### config.mk
export PLATFORM = sky130hd
export DESIGN_NAME = keypad_scanner
export DESIGN_NICKNAME = d
export VERILOG_FILES = /design/src/rtl/keypad_scanner.sv
export SDC_FILE = /design/constraint.sdc
export NUM_CORES = 1
export LEC_CHECK = 0
export BUFFER_PORTS_ARGS = -buffer_cell sky130_fd_sc_hd__clkbuf_2
export CAP_MARGIN = 0
export CORE_MARGIN = 3
export CORE_UTILIZATION = 40
export DETAILED_ROUTE_END_ITERATION = 7
export GPL_TIMING_DRIVEN = 0
export PLACE_DENSITY = 0.61
export SYNTH_ARGS = -nofsm -noshare
export SYNTH_HDL_FRONTEND = slang
export SYNTH_SLANG_ARGS = --single-unit
### constraint.sdc
create_clock -name clk -period 29.8 [get_ports clk]
set_clock_uncertainty 0.1 [all_clocks]
set_input_delay 1.49 -clock clk [delete_from_list [all_inputs] [get_ports clk]]
set_output_delay 1.49 -clock clk [all_outputs]
set_load 0.05 [all_outputs]
### src/rtl/keypad_scanner.sv
// 4x3 phone-keypad scanner: column drive, row synchronizer, frame capture and
// a press/release debouncer that emits one digit or '#' strobe per physical press.
module keypad_scanner #(
  parameter int SCAN_DIV = 4,
  parameter int DEBOUNCE = 3
) (
  input  logic       clk,
  input  logic       rst_n,
  input  logic [3:0] row_n,
  output logic [2:0] col_n,
  output logic [3:0] key,
  output logic       pressed,
  output logic       set_code,
  output logic       held
);

  localparam int SW = (SCAN_DIV > 1) ? $clog2(SCAN_DIV) : 1;
  localparam logic [3:0] IDX_STAR = 4'd9;
  localparam logic [3:0] IDX_HASH = 4'd11;

  typedef enum logic [1:0] {
    S_IDLE,
    S_DEBOUNCE,
    S_HELD,
    S_RELEASE
  } state_t;

  logic [3:0]    r_sync1;
  logic [3:0]    r_sync2;
  logic [SW-1:0] r_slot;
  logic [1:0]    r_col;
  logic [2:0]    r_col_n;
  logic [11:0]   r_frame;
  state_t        r_state;
  logic [3:0]    r_cand;
  logic [3:0]    r_cnt;
  logic [3:0]    r_key;
  logic          r_pressed;
  logic          r_set_code;
  logic          r_held;

  logic          w_slot_last;
  logic          w_frame_end;
  logic [1:0]    w_col_next;
  logic [11:0]   w_frame;
  logic [3:0]    w_count;
  logic [3:0]    w_idx;
  logic          w_none;
  logic          w_single;
  state_t        w_state_next;
  logic [3:0]    w_cand_next;
  logic [3:0]    w_cnt_next;
  logic          w_accept;
  logic [3:0]    w_digit;
  logic          w_is_digit;

  assign w_slot_last = (r_slot == SW'(SCAN_DIV - 1));
  assign w_frame_end = w_slot_last && (r_col == 2'd2);
  assign w_col_next  = (r_col == 2'd2) ? 2'd0 : r_col + 2'd1;

  always_ff @(posedge clk or negedge rst_n) begin
    if (!rst_n) begin
      r_sync1 <= 4'hF;
      r_sync2 <= 4'hF;
      r_slot  <= '0;
      r_col   <= 2'd0;
      r_col_n <= 3'b110;
    end else begin
      r_sync1 <= row_n;
      r_sync2 <= r_sync1;
      if (w_slot_last) begin
        r_slot  <= '0;
        r_col   <= w_col_next;
        r_col_n <= ~(3'b001 << w_col_next);
      end else begin
        r_slot <= r_slot + SW'(1);
      end
    end
  end

  // Bit row*3+col of the frame image; the last column is merged in on the
  // frame-end edge itself so classification sees a complete frame.
  genvar gi;
  generate
    for (gi = 0; gi < 12; gi++) begin : g_frame
      localparam int ROW = gi / 3;
      localparam int COL = gi % 3;
      assign w_frame[gi] = (w_slot_last && (r_col == 2'(COL))) ? ~r_sync2[ROW] : r_frame[gi];
    end
  endgenerate

  always_ff @(posedge clk or negedge rst_n) begin
    if (!rst_n) r_frame <= '0;
    else        r_frame <= w_frame;
  end

  always_comb begin
    w_count = 4'd0;
    w_idx   = 4'd0;
    for (int i = 0; i < 12; i++) begin
      if (w_frame[i]) begin
        w_count = w_count + 4'd1;
        w_idx   = 4'(i);
      end
    end
  end

  assign w_none   = (w_count == 4'd0);
  assign w_single = (w_count == 4'd1);

  always_comb begin
    w_state_next = r_state;
    w_cand_next  = r_cand;
    w_cnt_next   = r_cnt;
    w_accept     = 1'b0;
    if (w_frame_end) begin
      case (r_state)
        S_IDLE: begin
          if (w_single) begin
            w_cand_next = w_idx;
            if (DEBOUNCE == 1) begin
              w_accept     = 1'b1;
              w_state_next = S_HELD;
            end else begin
              w_cnt_next   = 4'd1;
              w_state_next = S_DEBOUNCE;
            end
          end
        end
        S_DEBOUNCE: begin
          if (w_single && (w_idx == r_cand)) begin
            w_cnt_next = r_cnt + 4'd1;
            if (r_cnt + 4'd1 == 4'(DEBOUNCE)) begin
              w_accept     = 1'b1;
              w_state_next = S_HELD;
            end
          end else begin
            w_state_next = S_IDLE;
          end
        end
        S_HELD: begin
          if (w_none) begin
            if (DEBOUNCE == 1) begin
              w_state_next = S_IDLE;
            end else begin
              w_cnt_next   = 4'd1;
              w_state_next = S_RELEASE;
            end
          end
        end
        S_RELEASE: begin
          if (w_none) begin
            w_cnt_next = r_cnt + 4'd1;
            if (r_cnt + 4'd1 == 4'(DEBOUNCE)) w_state_next = S_IDLE;
          end else begin
            w_state_next = S_HELD;
          end
        end
        default: w_state_next = S_IDLE;
      endcase
    end
  end

  // Position index to digit; '*' and '#' are not digits.
  always_comb begin
    w_digit    = 4'd0;
    w_is_digit = 1'b1;
    if (w_cand_next <= 4'd8)          w_digit = w_cand_next + 4'd1;
    else if (w_cand_next == 4'd10)    w_digit = 4'd0;
    else                              w_is_digit = 1'b0;
  end

  always_ff @(posedge clk or negedge rst_n) begin
    if (!rst_n) begin
      r_state    <= S_IDLE;
      r_cand     <= 4'd0;
      r_cnt      <= 4'd0;
      r_key      <= 4'd0;
      r_pressed  <= 1'b0;
      r_set_code <= 1'b0;
      r_held     <= 1'b0;
    end else begin
      r_state    <= w_state_next;
      r_cand     <= w_cand_next;
      r_cnt      <= w_cnt_next;
      r_pressed  <= w_accept && w_is_digit;
      r_set_code <= w_accept && (w_cand_next == IDX_HASH);
      r_held     <= (w_state_next == S_HELD) || (w_state_next == S_RELEASE);
      if (w_accept && w_is_digit && (w_cand_next != IDX_STAR)) r_key <= w_digit;
    end
  end

  assign col_n    = r_col_n;
  assign key      = r_key;
  assign pressed  = r_pressed;
  assign set_code = r_set_code;
  assign held     = r_held;

endmodule

Word level (Yosys, flattened, before mapping)
Cells that the tools add are included.
{ "word_totals": {"mem_count": 0, "latch_bits": 0, "mem_bits_rw": 0, "reg_bits": 44, "word_cells": 125, "romBits": 0, "output_inout_bits": 10, "input_bits": 6} }
{ "op_classes": {"multipliers": 0, "add_sub_neg": 15, "n_reduce_logical": 12, "n_div": 0, "muxes": 60, "bitwise_logic": 5, "n_lt_le_gt_ge": 1, "n_eq_ne": 18, "shifts": 1} }
{ "ops": {"columns": ["cell", "count"], "rows": [
  ["$mux 4", 29],
  ["$add 4x1->4 const B", 13],
  ["$mux 1", 20],
  ["$mux 2", 9],
  ["$pmux 4 s4", 1],
  ["$eq 2x2->1 const B", 6],
  ["$eq 4x4->1 const B", 2],
  ["$ne 2x2->1 const B", 4],
  ["$pmux 2 s4", 1],
  ["$logic_and 1x1->1", 7],
  ["$reduce_and 5->1", 1],
  ["$add 2x1->2 const B", 2],
  ["$eq 2x1->1 const B", 2],
  ["$eq 4x1->1 const B", 1],
  ["$eq 4x2->1 const B", 1],
  ["$eq 4x4->1", 1],
  ["$le 4x4->1 const B", 1],
  ["$logic_not 2->1", 2],
  ["$logic_not 4->1", 1],
  ["$ne 4x4->1 const B", 1],
  ["$not 1->1", 4],
  ["$not 3->3", 1],
  ["$shl 1x2->3 const A", 1],
  ["$logic_or 1x1->1", 1]
]} }

Depth between registers and ports, before layout
{ "logic_depth": {"depth_word": 35, "mapped_depth": 54} }

Least setup slack after synthesis
No wires, ideal clock.
{ "synth_path": {"path_kind": "register to register", "start": "register r_slot[0]", "end": "register r_key[3] (netlist: key[3])", "stages_incl_launch_ff": 53, "n_path_buf": 3, "slack_ns": 20.310, "t_required_ns": 29.576, "t_arrival_ns": 9.266, "period_less_slack_ns": 9.490, "setup_time_ns": 0.124, "cell_sequence": "dfrtp_1 -> ha_1 -> buf_2 -> nand3b_1 -> mux2_2 -> inv_1 -> ha_1 -> xnor2_2 -> ha_1 -> nand2_1 -> o21ai_0 -> ha_1 -> nor2_1 -> nor2_1 -> ha_1 -> nand2_1 -> o21ai_0 -> and2_1 -> [... 17 more ...] -> ha_1 -> xor2_1 -> nor4_1 -> a31oi_1 -> o221a_1 -> or4b_1 -> nor2b_1 -> mux2i_2 -> mux2_2 -> inv_1 -> ha_1 -> nor2_1 -> o31ai_1 -> nand3_1 -> or4_1 -> buf_2 -> nor3_1 -> a21oi_1"} }
{ "synth_via": {"elab_cells_between_ends": 68, "classes_between": "add/sub: 12; order compare: 1; eq/ne: 5; mux: 44; reduce/logical: 6"} }
{ "synth_lines": {"columns": ["item", "line_no", "rtl"], "rows": [
  ["start: declaration", "30", "logic [SW-1:0] r_slot;"],
  ["start signal: assignment", "76", "r_slot <= r_slot + SW'(1);"],
  ["$eq 2x2->1 (*)", "57", "assign w_slot_last = (r_slot == SW'(SCAN_DIV - 1));"],
  ["$logic_and 1x1->1 (*)", "88", "assign w_frame[gi] = (w_slot_last && (r_col == 2'(COL))) ? ~r_sync2[ROW] : r_frame[gi];"],
  ["$mux 1 (*)", "88", null],
  ["via w_frame[1]", "45", "logic [11:0] w_frame;"],
  ["$mux 4", "101", "if (w_frame[i]) begin"],
  ["$add 4x1->4", "102", "w_count = w_count + 4'd1;"],
  ["$mux 4", "101", null],
  ["$add 4x1->4", "102", null],
  ["[... 15 more ...]", null, null],
  ["$add 4x1->4", "102", null],
  ["$mux 4", "101", null],
  ["$eq 4x1->1", "109", "assign w_single = (w_count == 4'd1);"],
  ["$mux 4 (*)", "119", "if (w_single) begin"],
  ["$mux 4 (*)", "117", "case (r_state)"],
  ["$mux 4 (*)", "116", "if (w_frame_end) begin"],
  ["via w_cand_next[0]", "51", "logic [3:0] w_cand_next;"],
  ["parallel branches: the longest is 5 deep, another holds $le 4x4->1", null, null],
  ["end signal: assignment", "189", "if (w_accept && w_is_digit && (w_cand_next != IDX_STAR)) r_key <= w_digit;"],
  ["end: declaration", "37", "logic [3:0] r_key;"]
]} }
Mark *: on every way through the listed nets, which the timed path passes.
A chain may end at the register's enable or synchronous reset.

Final worst setup path
Ends and elaborated chain as after synthesis.

==> reports/metrics.cfg <==
[run_status]
outcome = finished, final reports clean

[worst_setup_path]
crit_path_frequent_cell = ha_1
crit_path_end_kind = register
arrival_ns = 10.72
slowest_delay_ns = 0.46
cp_max_fo = 10
crit_type = reg -> reg
required_ns = 29.88
start_kind = register
slowest_stage = mux2i_2

[global_routing]
track_usage = 0.1488
overflow = 0
grt_start_max_net_pins = 45
grt_pass1_wl_um = 11810
grt_antenna_before_repair = 0
grt_pass1_vias = 2504

[place]
dp_hpwl_um = 5171
gp_congestion = 0.8690
placed_cell_area_um2 = 3578
port_buffers = 15

[floorplan]
die_w_um = 97.87
core_area_um2 = 7968
initial_core_util = 0.4237
die_height_um = 97.87
die_area_um2 = 9578
pin_count = 16
fp-row-count = 32

[power]
leakage_nw = 1.709
p_total_w = 0.0002244
p_per_area_nw_per_um2 = 60.64
ir_drop_v = 0.00002652

[sta]
rsz0062_at_grt = false
slew_headroom = 0.2639
hold_violations = 0
clock.fmax_ghz = 0.09404
setup-violations-final = 0
worstMarginPinSlew_ns = 1.104
slew_violations = 0
fin_crit_sh = 0.3568
period_minus_slack_ns = 10.63
finalSetupTns_ns = 0

[synth]
synth_nets = 377
netlist_area_um2 = 3376
synth_top_area_frac = 0.2520
synth_warnings = 0
synth_cell_types = 69
synth_edf_count = 0
ys_ff_latch = 44
synth-main-ff-cell = dfrtp_1
netlist_instances = 353
syn_avg_cell_area_um2 = 9.563
yosysSeqAreaShare = 0.3299
synth_top_area_cell = dfrtp_1
synthArstFlopShare = 1.000
yosys-top-cells-area = dfrtp_1, dfstp_2, ha_1

[clocking]
cts_tree = done
cts_hold_buf = 0
clkLatencyLatePin_ns = 0.30
h-tree-depth = 2
clk_pin_slew_ns = 0.09
cts.sinks = 44
clockBufferDepth = 2
cts_setup_buffers = 0
cts_buffers = 5
root_buffer = clkbuf_8
post_cts_resized = 0

[detailed_routing]
dr.pass1.iters = 4
drtIter0Drc = 110
wl_per_cell_um = 14.25
wl_um = 6811
ant_nets = 0
drc = 0
vias_per_cell = 5.180
dr_total_vias = 2476

[layout]
nets = 399
antennaDiodeCount = 0
fin_area_um2 = 3700
fill_cells = 776
syn_to_final_growth_pct = 9.600
final_util = 0.4644
drive_gt1_frac = 0.2048

[min_path]
hp-class = reg -> reg

[job]
maxCapViolCount = 0

synthesized netlist by cell type (3+ instances only):
library cell / count
a211oi_1: 3
a21oi_1: 10
a31oi_1: 4
a41oi_1: 4
buf_2: 3
clkbuf_1: 4
dfrtp_1: 34
dfstp_2: 10
ha_1: 18
inv_1: 30
inv_2: 5
mux2_2: 9
mux2i_1: 9
mux2i_2: 3
mux2i_4: 4
nand2_1: 34
nand2b_1: 7
nand3_1: 9
nor2_1: 23
nor2b_1: 6
nor3_1: 7
nor3b_1: 3
nor4_1: 4
o211ai_1: 3
o21ai_0: 20
o31ai_1: 3
xnor2_1: 18
xnor2_2: 4
xnor3_1: 4
xor2_1: 12
layout make-up:
cell class / count / area, um^2 / area share
multi-input cells: 263 / 2067 / 0.5587
inverters: 36 / 135.1 / 0.03652
clock inverters: 2 / 38.79 / 0.01048
repair buffers: 15 / 75.07 / 0.02029
well taps: 102 / 127.6 / 0.03449
plain buffers: 10 / 60.06 / 0.01623
flip-flops and latches: 44 / 1114 / 0.3010
clock buffers: 6 / 82.58 / 0.02232
cell usage in the layout, fill, tap and decap left out, types with 12 or more instances in the layout:
cell and instances:
xnor2_1 18, nand2_1 34, ha_1 18, dfrtp_1 34
nor2_1 23, xor2_1 12, inv_1 30, clkbuf_2 15
o21ai_0 20
worst paths after layout:
check,from,to,slack [ns],cells after the start
min in group asynchronous,rst_n,key[1]$_DFFE_PN0P_,1.29,1
worst max-delay path,r_slot[0]$_DFF_PN0_,key[3]$_DFFE_PN0P_,19.17,52
max in group asynchronous,rst_n,r_frame[9]$_DFF_PN0_,27.65,1
worst min-delay path,r_sync1[1]$_DFF_PN1_,r_sync2[1]$_DFF_PN1_,0.26,0
worst min register to register,r_sync1[1]$_DFF_PN1_,r_sync2[1]$_DFF_PN1_,0.26,0
worst max register to register,r_slot[0]$_DFF_PN0_,key[3]$_DFFE_PN0P_,19.17,52
flip-flops by register name (all words and copies together), names as in the netlist:
| register | count |
|---|---|
| set_code | 1 |
| key | 4 |
| r_sync1 | 4 |
| held | 1 |
| r_state | 2 |
| r_frame | 12 |
| r_slot | 2 |
| r_cnt | 4 |
| r_cand | 4 |
| r_col | 2 |
| pressed | 1 |
| col_n | 3 |
| r_sync2 | 4 |
critical path: cells and delay by family, from the launching register on:
kind | cells | cell delay (ns)
compound gates | 9 | 1.45
flops | 1 | 0.41
xor+xnor | 3 | 0.68
mux | 5 | 1.77
buf+inv | 6 | 0.75
fa+ha+maj | 12 | 3.18
simple gates | 17 | 2.18
layer usage:
| metal | vias to the layer above | part of all wire | global-route usage |
|---|---|---|---|
| li1 | 1264 | - | - |
| met1 | 1174 | 0.51 | 0.2111 |
| met2 | 30 | 0.45 | 0.2361 |
| met3 | 8 | 0.025 | 0.02214 |
| met4 | 0 | 0.015 | 0.04260 |
| met5 | - | 0 | 0 |
cells by family (layout without fill, tap and decap cells):
| family | after synthesis | count (layout) | share of synthesized area |
|---|---|---|---|
| fa+ha+maj | 18 | 18 | 0.06672 |
| buf+inv | 46 | 69 | 0.05782 |
| simple gates | 112 | 112 | 0.1768 |
| mux | 26 | 26 | 0.1001 |
| flops | 44 | 44 | 0.3299 |
| xor+xnor | 39 | 39 | 0.1308 |
| compound gates | 68 | 68 | 0.1379 |
stage by stage:
stage	hold WS, ns	worst slack [ns]	cells
finish	0.2590	19.17	478
global route	0.2691	18.29	478
CTS	0.2599	19.13	478
detailed placement	0.2470	19.19	470
global placement	0.2453	19.24	470
floorplan	0.2452	20.31	353
power by group:
| part | internal [W] | switching, W |
|---|---|---|
| logic | 0.0000482 | 0.0000583 |
| clock network | 0.0000274 | 0.0000219 |
| registers | 0.0000642 | 0.00000432 |
No activity file was read; power rests on OpenSTA's default activity.
